`config.mk`:
```
export PLATFORM = sky130hd
export DESIGN_NAME = dmem_access_ctrl_flat
export DESIGN_NICKNAME = d
export VERILOG_FILES = /design/src/rtl/dmem_access_ctrl_if.sv /design/src/rtl/dmem_access_ctrl.sv /design/src/flat_wrapper.sv
export SDC_FILE = /design/constraint.sdc
export NUM_CORES = 1
export LEC_CHECK = 0
export ABC_AREA = 0
export CAP_MARGIN = 5
export CORE_ASPECT_RATIO = 1.4
export CORE_MARGIN = 2
export CORE_UTILIZATION = 46
export CTS_CLUSTER_DIAMETER = 200
export DETAILED_ROUTE_END_ITERATION = 12
export PLACE_DENSITY = 0.88
export SYNTH_ARGS = -nofsm -noshare
export SYNTH_HDL_FRONTEND = slang
export SYNTH_SLANG_ARGS = --single-unit
```
`constraint.sdc`:
```
create_clock -name clk -period 4.1 [get_ports clk]
set_clock_uncertainty 0.15 [all_clocks]
set_input_delay 0.41 -clock clk [delete_from_list [all_inputs] [get_ports clk]]
set_output_delay 0.41 -clock clk [all_outputs]
set_load 0.05 [all_outputs]
```
`src/rtl/dmem_access_ctrl_if.sv`:
```
// Bundle of the CPU request/response handshake and the data-memory port
// around dmem_access_ctrl. The "master" side is the environment (CPU stage
// plus the data memory it owns); the "slave" side is the controller itself.
interface dmem_access_ctrl_if #(
  parameter int ADDR_W = 11
);
  logic              req_valid;
  logic              req_ready;
  logic [2:0]        req_op;
  logic [31:0]       req_addr;
  logic [31:0]       req_wdata;

  logic              resp_valid;
  logic              resp_ready;
  logic [31:0]       resp_rdata;
  logic [1:0]        resp_exc;
  logic [31:0]       resp_badvaddr;

  logic              dm_ena;
  logic              dm_we;
  logic [ADDR_W-1:0] dm_addr;
  logic [31:0]       dm_wdata;
  logic [2:0]        dm_data_w;
  logic              dm_data_sign;
  logic [31:0]       dm_rdata;

  modport master (
    output req_valid, req_op, req_addr, req_wdata, resp_ready, dm_rdata,
    input  req_ready, resp_valid, resp_rdata, resp_exc, resp_badvaddr,
    input  dm_ena, dm_we, dm_addr, dm_wdata, dm_data_w, dm_data_sign
  );

  modport slave (
    input  req_valid, req_op, req_addr, req_wdata, resp_ready, dm_rdata,
    output req_ready, resp_valid, resp_rdata, resp_exc, resp_badvaddr,
    output dm_ena, dm_we, dm_addr, dm_wdata, dm_data_w, dm_data_sign
  );
endinterface

```
`src/rtl/dmem_access_ctrl.sv`:
```
// Load/store initiator for the byte-addressable data memory. Takes one CPU
// request at a time, checks alignment and range of the virtual address,
// runs a single-cycle memory access when the request is legal and returns
// either the extended load data or an exception code.
module dmem_access_ctrl #(
  parameter logic [31:0] DATA_BASE = 32'h1001_0000,
  parameter int          MEM_BYTES = 1024,
  parameter int          ADDR_W    = 11
) (
  input logic               clk,
  input logic               rst,
  dmem_access_ctrl_if.slave bus
);

  typedef enum logic [1:0] {IDLE, ACCESS, RESP} state_e;

  localparam logic [32:0] MEM_LIMIT = 33'(MEM_BYTES);

  state_e            state_q, state_d;
  logic [2:0]        op_q;
  logic [ADDR_W-1:0] offset_q;
  logic [31:0]       wdata_q;
  logic [2:0]        width_q;
  logic              sign_q;
  logic [31:0]       rdata_q;
  logic [1:0]        exc_q;
  logic [31:0]       badVaddr_q;

  logic [2:0]        reqSize;
  logic              reqStore;
  logic              misaligned;
  logic [31:0]       accessOffset;
  logic              outOfRange;
  logic [1:0]        reqExc;
  logic              opStore_q;
  logic [31:0]       loadExt;
  logic              reqReady, respValid, dmEna, dmWe;

  // Decode the incoming request: size, direction and the fault it would raise
  always_comb begin
    reqSize = 3'd4;
    case (bus.req_op)
      3'd0, 3'd1, 3'd5: reqSize = 3'd1;
      3'd2, 3'd3, 3'd6: reqSize = 3'd2;
      default:          reqSize = 3'd4;
    endcase
    reqStore     = bus.req_op[2] & (bus.req_op[1] | bus.req_op[0]);
    misaligned   = ((reqSize == 3'd2) && bus.req_addr[0]) ||
                   ((reqSize == 3'd4) && (bus.req_addr[1:0] != 2'b00));
    accessOffset = bus.req_addr - DATA_BASE;
    // 33-bit sum so an offset that wrapped near 2^32 cannot overflow back into range
    outOfRange   = ({1'b0, accessOffset} + {30'b0, reqSize}) > MEM_LIMIT;
    reqExc       = 2'd0;
    if (misaligned)      reqExc = reqStore ? 2'd2 : 2'd1;
    else if (outOfRange) reqExc = 2'd3;
  end

  // Extend the raw memory word according to the latched load opcode
  always_comb begin
    opStore_q = op_q[2] & (op_q[1] | op_q[0]);
    loadExt   = bus.dm_rdata;
    case (op_q)
      3'd0:    loadExt = {{24{bus.dm_rdata[7]}}, bus.dm_rdata[7:0]};
      3'd1:    loadExt = {24'b0, bus.dm_rdata[7:0]};
      3'd2:    loadExt = {{16{bus.dm_rdata[15]}}, bus.dm_rdata[15:0]};
      3'd3:    loadExt = {16'b0, bus.dm_rdata[15:0]};
      default: loadExt = bus.dm_rdata;
    endcase
  end

  // State register; reset drops out of ACCESS at once so a store cannot commit
  always_ff @(posedge clk or posedge rst) begin
    if (rst) state_q <= IDLE;
    else     state_q <= state_d;
  end

  // Next state plus the handshake and memory strobes decoded from the state
  always_comb begin
    state_d   = state_q;
    reqReady  = 1'b0;
    respValid = 1'b0;
    dmEna     = 1'b0;
    dmWe      = 1'b0;
    case (state_q)
      IDLE: begin
        reqReady = 1'b1;
        if (bus.req_valid) state_d = (reqExc != 2'd0) ? RESP : ACCESS;
      end
      ACCESS: begin
        dmEna   = 1'b1;
        dmWe    = opStore_q;
        state_d = RESP;
      end
      RESP: begin
        respValid = 1'b1;
        if (bus.resp_ready) state_d = IDLE;
      end
      default: state_d = IDLE;
    endcase
  end

  // Latch the request on acceptance and capture load data at the end of ACCESS
  always_ff @(posedge clk or posedge rst) begin
    if (rst) begin
      op_q       <= 3'd0;
      offset_q   <= '0;
      wdata_q    <= 32'd0;
      width_q    <= 3'd0;
      sign_q     <= 1'b0;
      rdata_q    <= 32'd0;
      exc_q      <= 2'd0;
      badVaddr_q <= 32'd0;
    end else if ((state_q == IDLE) && bus.req_valid) begin
      op_q       <= bus.req_op;
      offset_q   <= accessOffset[ADDR_W-1:0];
      wdata_q    <= bus.req_wdata;
      width_q    <= reqSize;
      sign_q     <= (bus.req_op == 3'd0) || (bus.req_op == 3'd2);
      rdata_q    <= 32'd0;
      exc_q      <= reqExc;
      badVaddr_q <= (reqExc != 2'd0) ? bus.req_addr : 32'd0;
    end else if ((state_q == ACCESS) && !opStore_q) begin
      rdata_q    <= loadExt;
    end
  end

  assign bus.req_ready     = reqReady;
  assign bus.resp_valid    = respValid;
  assign bus.resp_rdata    = rdata_q;
  assign bus.resp_exc      = exc_q;
  assign bus.resp_badvaddr = badVaddr_q;
  assign bus.dm_ena        = dmEna;
  assign bus.dm_we         = dmWe;
  assign bus.dm_addr       = offset_q;
  assign bus.dm_wdata      = wdata_q;
  assign bus.dm_data_w     = width_q;
  assign bus.dm_data_sign  = sign_q;

endmodule

```
`src/flat_wrapper.sv`:
```
// flat-port wrapper written by rule: the top's interface ports become plain ports
module dmem_access_ctrl_flat 
#(
  parameter logic [31:0] DATA_BASE = 32'h1001_0000,
  parameter int          MEM_BYTES = 1024,
  parameter int          ADDR_W    = 11
)
  (clk, rst, bus_req_valid, bus_req_op, bus_req_addr, bus_req_wdata, bus_resp_ready, bus_dm_rdata, bus_req_ready, bus_resp_valid, bus_resp_rdata, bus_resp_exc, bus_resp_badvaddr, bus_dm_ena, bus_dm_we, bus_dm_addr, bus_dm_wdata, bus_dm_data_w, bus_dm_data_sign);
  dmem_access_ctrl_if #(.ADDR_W(ADDR_W)) bus_i ();
  input logic clk;
  input logic rst;
  input wire logic [$bits(bus_i.req_valid)-1:0] bus_req_valid;
  input wire logic [$bits(bus_i.req_op)-1:0] bus_req_op;
  input wire logic [$bits(bus_i.req_addr)-1:0] bus_req_addr;
  input wire logic [$bits(bus_i.req_wdata)-1:0] bus_req_wdata;
  input wire logic [$bits(bus_i.resp_ready)-1:0] bus_resp_ready;
  input wire logic [$bits(bus_i.dm_rdata)-1:0] bus_dm_rdata;
  output wire logic [$bits(bus_i.req_ready)-1:0] bus_req_ready;
  output wire logic [$bits(bus_i.resp_valid)-1:0] bus_resp_valid;
  output wire logic [$bits(bus_i.resp_rdata)-1:0] bus_resp_rdata;
  output wire logic [$bits(bus_i.resp_exc)-1:0] bus_resp_exc;
  output wire logic [$bits(bus_i.resp_badvaddr)-1:0] bus_resp_badvaddr;
  output wire logic [$bits(bus_i.dm_ena)-1:0] bus_dm_ena;
  output wire logic [$bits(bus_i.dm_we)-1:0] bus_dm_we;
  output wire logic [$bits(bus_i.dm_addr)-1:0] bus_dm_addr;
  output wire logic [$bits(bus_i.dm_wdata)-1:0] bus_dm_wdata;
  output wire logic [$bits(bus_i.dm_data_w)-1:0] bus_dm_data_w;
  output wire logic [$bits(bus_i.dm_data_sign)-1:0] bus_dm_data_sign;
  assign bus_i.req_valid = bus_req_valid;
  assign bus_i.req_op = bus_req_op;
  assign bus_i.req_addr = bus_req_addr;
  assign bus_i.req_wdata = bus_req_wdata;
  assign bus_i.resp_ready = bus_resp_ready;
  assign bus_i.dm_rdata = bus_dm_rdata;
  assign bus_req_ready = bus_i.req_ready;
  assign bus_resp_valid = bus_i.resp_valid;
  assign bus_resp_rdata = bus_i.resp_rdata;
  assign bus_resp_exc = bus_i.resp_exc;
  assign bus_resp_badvaddr = bus_i.resp_badvaddr;
  assign bus_dm_ena = bus_i.dm_ena;
  assign bus_dm_we = bus_i.dm_we;
  assign bus_dm_addr = bus_i.dm_addr;
  assign bus_dm_wdata = bus_i.dm_wdata;
  assign bus_dm_data_w = bus_i.dm_data_w;
  assign bus_dm_data_sign = bus_i.dm_data_sign;
  dmem_access_ctrl #(.DATA_BASE(DATA_BASE), .MEM_BYTES(MEM_BYTES), .ADDR_W(ADDR_W)) u_core (.clk(clk), .rst(rst), .bus(bus_i));
endmodule
```
==> results of run 1 <==
==> critical path: cells and delay by family <==
kind	cells	cell delay [ps]
AO/OA/AOI/OAI	5	1360
buffers and inverters	5	1150
AND/OR/NAND/NOR	4	970
adder cells (fa/ha/maj)	1	200
==> area by class of cell <==
type	count	area, sq um
tap	182	228
timing repair buffer	301	2820
multi-input combinational	545	3070
clock buffer	17	425
sequential	118	2950
inverter	12	47.5
clock inverter	15	194
fill	970	3530
==> metal layers <==
metal | routed length (um) | track usage (%) | share of wire (%) | vias up
met3 | 1400 | 7.39 | 6.7 | 81
met2 | 11200 | 51.9 | 53 | 285
li1 | - | - | - | 3063
met1 | 7600 | 31.4 | 36 | 3139
met5 | 0 | 0 | 0 | -
met4 | 840 | 12.0 | 4.0 | 0
==> timing repair <==
item | in CTS | in global routing
buffers inserted | 0 | 1
resized for setup | 0 | 14
endpoints found under the setup margin | 0 | 25
==> path summary, 6_finish.rpt <==
kind                                                 to  cells past startpoint
hold / removal                    u_core.bus.dm_addr[6]                      2
setup / recovery           u_core.bus.resp_badvaddr[11]                     15
setup reg to reg              u_core.bus.resp_rdata[13]                      4
min in group clk                 u_core.bus.dm_wdata[8]                      2
hold reg to reg                  u_core.bus.dm_wdata[8]                      2
max in group asynchronous  u_core.bus.resp_badvaddr[23]                      3
==> cell families after synthesis <==
family | count (synthesis)
compound gates | 148
xor+xnor | 12
fa+ha+maj | 6
buf+inv | 57
flops | 118
mux | 6
simple gates | 373
==> Yosys cell counts (all sizes together), types with 3 or more instances <==
cell | instances | area share, %
xnor2 | 6 | 0.85
ha | 5 | 1.0
or4 | 3 | 0.37
a22o | 17 | 2.4
a21oi | 37 | 3.0
o21ai | 27 | 2.2
dfrtp | 118 | 48
inv | 12 | 0.73
a2111oi | 4 | 0.87
o211ai | 4 | 0.49
nor4 | 14 | 1.7
and3 | 4 | 0.41
nor2 | 37 | 2.3
nand4 | 8 | 0.81
clkbuf | 42 | 2.6
nor3 | 23 | 1.9
o21a | 5 | 0.61
or3 | 6 | 0.61
o2111ai | 3 | 0.43
o31ai | 6 | 0.73
nand2b | 22 | 2.2
nand3 | 24 | 1.9
buf | 3 | 0.30
and2 | 3 | 0.30
o22ai | 3 | 0.30
mux2 | 3 | 0.55
xor2 | 6 | 0.85
a31oi | 5 | 0.51
nor2b | 6 | 0.61
nand2 | 210 | 13
a21o | 4 | 0.49
a211oi | 7 | 0.85
a31o | 9 | 1.3
==> power breakdown <==
group / internal, mW / switching, mW / total [mW]
logic: 0.592 / 1.13 / 1.72
registers: 1.36 / 0.136 / 1.50
clock network: 0.971 / 0.581 / 1.55
==> per-stage QoR <==
step	instance area (sq um)	TNS [ps]	std cells	util, %	setup WS, ps
2_1_floorplan	6170	0	720	-	328
3_3_place_gp	9040	-3970	1157	68.2	-182
3_5_place_dp	9040	-6740	1157	68.2	-302
4_1_cts	9660	0	1189	72.8	124
5_1_grt	9730	-79.7	1190	73.4	-21.6
6_report	9730	0	1190	73.4	158
==> registers in the layout (all words and copies together) (netlist names) <==
signal,cells
u_core.state_q,2
u_core.bus.dm_data_w,3
u_core.bus.dm_wdata,32
u_core.bus.resp_exc,2
u_core.bus.resp_rdata,32
u_core.bus.dm_data_sign,1
u_core.bus.resp_badvaddr,32
u_core.op_q,3
u_core.bus.dm_addr,11
==> results.py, run 1 <==
metrics = {
    "sta": {
        "holdWs_ps": 320,
        "relSlewSlack_pct": 40.1,
        "setup_violations": 0,
        "min_period_ps": 3940,
        "drv_slew": 0,
        "worstMarginPinSlew_ps": 898,
        "hold_violations": 0,
        "fin_crit_sh_pct": 96.1,
        "fmax_mhz": 254,
    },
    "logic_synthesis": {
        "synth-compound-area-share_pct": 16.7,
        "ys.flop_type": "dfrtp_1",
        "syn_nets": 829,
        "netlist_area_sq_um": 6170,
        "synth-simple-area-share_pct": 27.6,
        "synth_xor_area_share_pct": 1.70,
        "synth_top_family_by_area": "simple AND/OR/NAND/NOR gates",
        "synth_enable_flop_cells": 0,
        "synth.distinct_cells": 63,
        "syn_avg_cell_area_sq_um": 8.57,
        "yosys_warnings": 0,
        "synthAdderAreaFrac_pct": 1.34,
        "yosys_register_bits": 118,
        "netlist_instances": 720,
        "synthMuxAreaShare_pct": 1.24,
        "yosysSeqAreaShare_pct": 47.9,
        "synthArstFlopShare_pct": 100,
    },
    "drt": {
        "first_iter_violations": 519,
        "vias": 6568,
        "dr.pass1.iters": 5,
        "wl_per_cell_um": 17.6,
        "postRouteAntennaNets": 0,
        "drc": 0,
        "wirelength_um": 21000,
        "post_drt_via_cell_ratio": 5.52,
    },
    "worst_setup_path": {
        "arrival_ps": 4090,
        "slowest_stage": "clkdlybuf4s50_1",
        "cpMostUsedCell": "buf_4",
        "end_kind": "register",
        "crit_path_start_kind": "primary input",
        "reg2reg_from": "u_core.op_q[2]",
        "r2r_setup_slack_ps": 1500,
        "critPathRequiredTime_ps": 4250,
        "critPathMaxFanout": 13,
        "slowest_delay_ps": 480,
        "path_class": "primary input to register",
        "crit_path_cell_trace": "clkdlybuf4s50_1 -> inv_1 -> ha_1 -> or4_1 -> a221oi_1 -> buf_4 -> o2111ai_2 -> a2111oi_4 -> buf_4 -> o21ai_1 -> a2111oi_2 -> or2b_1 -> nor4_4 -> buf_4 -> nor3_1",
        "crit_path_start": "bus_req_addr[16]",
    },
    "global_route": {
        "antenna_found_initial": 0,
        "grt_pass1_wl_um": 32400,
        "grt_pass1_vias": 6585,
        "globalRouteOverflowTotal": 0,
        "grt_usage_pct": 28.8,
        "grt_max_degree": 66,
    },
    "min_path": {
        "hold_path_class": "primary input to async pin",
    },
    "placement": {
        "gp_congestion": 0.966,
        "io_buffers": 219,
        "dp_hpwl_um": 15300,
    },
    "floorplan": {
        "initial_core_util_pct": 46.5,
        "coreArea_sq_um": 13300,
        "rows": 50,
        "io_pins": 220,
        "die_h_um": 141,
        "dieArea_sq_um": 14400,
        "die_x_um": 102,
    },
    "cts": {
        "htree_num_levels": 4,
        "cts_root_buffer": "clkbuf_16",
        "clk_pin_slew_worst_paths_ps": 60,
        "clock_latency_ps": 410,
        "cts_hold_buf": 0,
        "clockBufferDepth": 2,
        "cts_made_buffers": 17,
        "clock_sinks": 118,
        "cts_tree": "built",
    },
    "cells_and_area": {
        "antenna_cells": 0,
        "area_delta_synth_final_pct": 57.8,
        "mostFrequentLayoutCells": "clkdlybuf4s50_1 (219), nand2_1 (209), dfrtp_1 (118)",
        "layout-drive-gt1-share_pct": 14.7,
        "fin_nets": 1104,
        "layout_commonest_cell": "clkdlybuf4s50_1",
    },
    "status": {
        "status": "finished clean",
    },
    "power": {
        "ir_drop_uv": 258,
        "leakagePower_nw": 4.34,
        "total_power_mw": 4.77,
        "cellPowerDensity_nw_per_um2": 490,
    },
    "flow_run": {
        "maxCapViolations": 0,
    },
}
(Power assumes the default switching activity.)
==> inputs of run 2 (changes only) <==
--- a/config.mk
+++ b/config.mk
@@ -9,10 +9,11 @@
 export CAP_MARGIN = 5
 export CORE_ASPECT_RATIO = 1.4
 export CORE_MARGIN = 2
-export CORE_UTILIZATION = 46
+export CORE_UTILIZATION = 47
+export CTS_BUF_LIST = sky130_fd_sc_hd__clkbuf_4 sky130_fd_sc_hd__clkbuf_8
 export CTS_CLUSTER_DIAMETER = 200
 export DETAILED_ROUTE_END_ITERATION = 12
-export PLACE_DENSITY = 0.88
+export PLACE_DENSITY = 0.89
 export SYNTH_ARGS = -nofsm -noshare
 export SYNTH_HDL_FRONTEND = slang
 export SYNTH_SLANG_ARGS = --single-unit
==> results.py, run 2 (synthesis results as in run 1) <==
metrics = {
    "cts": {
        "cts_root_buffer": "clkbuf_8",
        "htree_num_levels": 4,
        "clockBufferDepth": 2,
        "cts_tree": "built",
        "cts_made_buffers": 17,
        "clock_sinks": 118,
        "clock_latency_ps": 420,
        "cts_hold_buf": 0,
        "clk_pin_slew_worst_paths_ps": 70,
    },
    "power": {
        "leakagePower_nw": 4.24,
        "swShare_pct": 40.6,
        "cellPowerDensity_nw_per_um2": 444,
        "pwr-share-comb_pct": 40.6,
        "pwr-share-clk_pct": 23.9,
        "p_sw_mw": 1.71,
        "power_frac_seq_pct": 35.5,
        "ir_drop_uv": 368,
        "p_int_mw": 2.50,
    },
    "global_route": {
        "grt_pass1_vias": 6436,
        "grt_max_degree": 69,
        "grt_usage_pct": 28.9,
        "globalRouteOverflowTotal": 0,
        "grt_pass1_wl_um": 32100,
        "antenna_found_initial": 0,
    },
    "placement": {
        "place_inst": 1123,
        "placed_area_sq_um": 8990,
        "dp_hpwl_um": 15200,
        "gp_congestion": 1.02,
        "io_buffers": 219,
    },
    "drt": {
        "wl_met1_um": 7430,
        "topRoutingLayerUsed": "met4",
        "drc": 0,
        "wl_met2_um": 10800,
        "dr.pass1.iters": 5,
        "postRouteAntennaNets": 0,
        "first_iter_violations": 384,
        "wl_met3_um": 1280,
        "post_drt_via_cell_ratio": 5.66,
        "wl_per_cell_um": 17.6,
        "wirelength_um": 20400,
        "vias": 6549,
    },
    "sta": {
        "fmax_mhz": 250,
        "fin_crit_sh_pct": 97.5,
        "min_period_ps": 4000,
        "drv_slew": 0,
        "setup_violations": 0,
        "relSlewSlack_pct": 33.3,
        "worstMarginPinSlew_ps": 996,
        "holdWs_ps": 326,
        "hold_violations": 0,
    },
    "cells_and_area": {
        "layout-drive-gt1-share_pct": 14.5,
        "fin_cells": 1157,
        "layout_commonest_cell": "clkdlybuf4s50_1",
        "mostFrequentLayoutCells": "clkdlybuf4s50_1 (219), nand2_1 (209), dfrtp_1 (118)",
        "area_delta_synth_final_pct": 53.9,
        "fin_nets": 1101,
        "antenna_cells": 0,
        "stdcell_area_sq_um": 9490,
    },
    "floorplan": {
        "io_pins": 220,
        "dieArea_sq_um": 14100,
        "rows": 49,
        "coreArea_sq_um": 12800,
        "die_x_um": 101,
        "initial_core_util_pct": 48.1,
        "die_h_um": 140,
    },
    "worst_setup_path": {
        "slowest_stage": "a2111oi_4",
        "arrival_ps": 4130,
        "crit_path_cell_trace": "clkdlybuf4s50_1 -> buf_4 -> a21oi_1 -> nor2_1 -> ha_1 -> nor2_1 -> nor2_2 -> o2111ai_4 -> a2111oi_4 -> xor2_1 -> or4b_1 -> and3b_1 -> nor4_4 -> buf_4 -> buf_12 -> a211oi_1",
        "critPathRequiredTime_ps": 4240,
        "critPathMaxFanout": 11,
        "path_class": "primary input to register",
        "slowest_delay_ps": 490,
        "crit_path_start_kind": "primary input",
        "end_kind": "register",
    },
    "flow_run": {
        "maxCapViolations": 0,
    },
    "status": {
        "status": "finished clean",
    },
    "min_path": {
        "hold_path_class": "register to register",
    },
}
==> run 2: cell types whose count changed in the layout (fill, tap and decap cells not counted), moves of 2 or more <==
cell / before / now
clkinv_2: 0 / 4
o2111ai_2: 2 / 0
inv_6: 5 / 0
clkbuf_16: 17 / 1
bufinv_16: 3 / 1
clkbuf_4: 0 / 2
clkinv_4: 3 / 1
clkbuf_8: 0 / 21
a2111oi_1: 2 / 0
buf_4: 81 / 76
==> run 2: path summary, 6_finish.rpt <==
kind	from	endpoint	slack, ps	cells past startpoint
max in group asynchronous	rst	u_core.bus.resp_rdata[10]	2670	3
worst min register to register	u_core.bus.resp_badvaddr[25]	u_core.bus.resp_badvaddr[25]	330	2
worst max register to register	u_core.op_q[2]	u_core.bus.resp_rdata[11]	1560	4
min in group asynchronous	rst	u_core.bus.resp_badvaddr[8]	370	2
worst min-delay path	u_core.bus.resp_badvaddr[25]	u_core.bus.resp_badvaddr[25]	330	2
worst max-delay path	bus_req_op[0]	u_core.bus.resp_badvaddr[19]	100	16
==> run 2: cell type report <==
type,instances,area (sq um)
fill,949,3320
multi-input combinational,545,3100
sequential,118,2950
timing repair buffer,298,2830
clock buffer,23,304
tap,153,191
clock inverter,8,73.8
inverter,12,47.5
==> run 2: repair_timing <==
| item | CTS | global route |
|---|---|---|
| setup endpoints to repair | 0 | 25 |
| buffers inserted | 0 | 2 |
| resized for setup | 0 | 16 |
==> run 2: worst max-delay path, delay by kind of cell <==
family                   cells  cell delay [ps]
AND/OR/NAND/NOR              6             1280
AO/OA/AOI/OAI                4              940
buffers and inverters        4              930
adder cells (fa/ha/maj)      1              340
XOR/XNOR                     1              230
==> run 2: power by group through the flow <==
stage | clock network, mW | logic (mW) | registers, mW
after global placement | 0 | 1.68 | 1.51
final | 1.01 | 1.71 | 1.50
after global routing | 1.08 | 1.80 | 1.52
after floorplan | 0 | 0.379 | 2.14
after detailed placement | 0 | 1.70 | 1.52
after CTS | 1.03 | 1.70 | 1.50
==> run 2: stage by stage <==
stage                     utilization (%)  setup TNS (ps)  power [mW]  setup slack (ps)
after global placement               70.1           -3490        3.19              -162
final                                74.1               0        4.21               103
after global routing                 74.1           -2330        4.39              -126
after CTS                            73.1               0        4.23               138
after detailed placement             70.1           -6140        3.21              -276
after floorplan                         -               0        2.52               328
==> run 2: routing by layer <==
layer	track usage, %	vias to the layer above
met1	32.3	3115
met4	13.6	0
met3	5.12	73
met2	52.2	307
met5	0	-
li1	-	3054
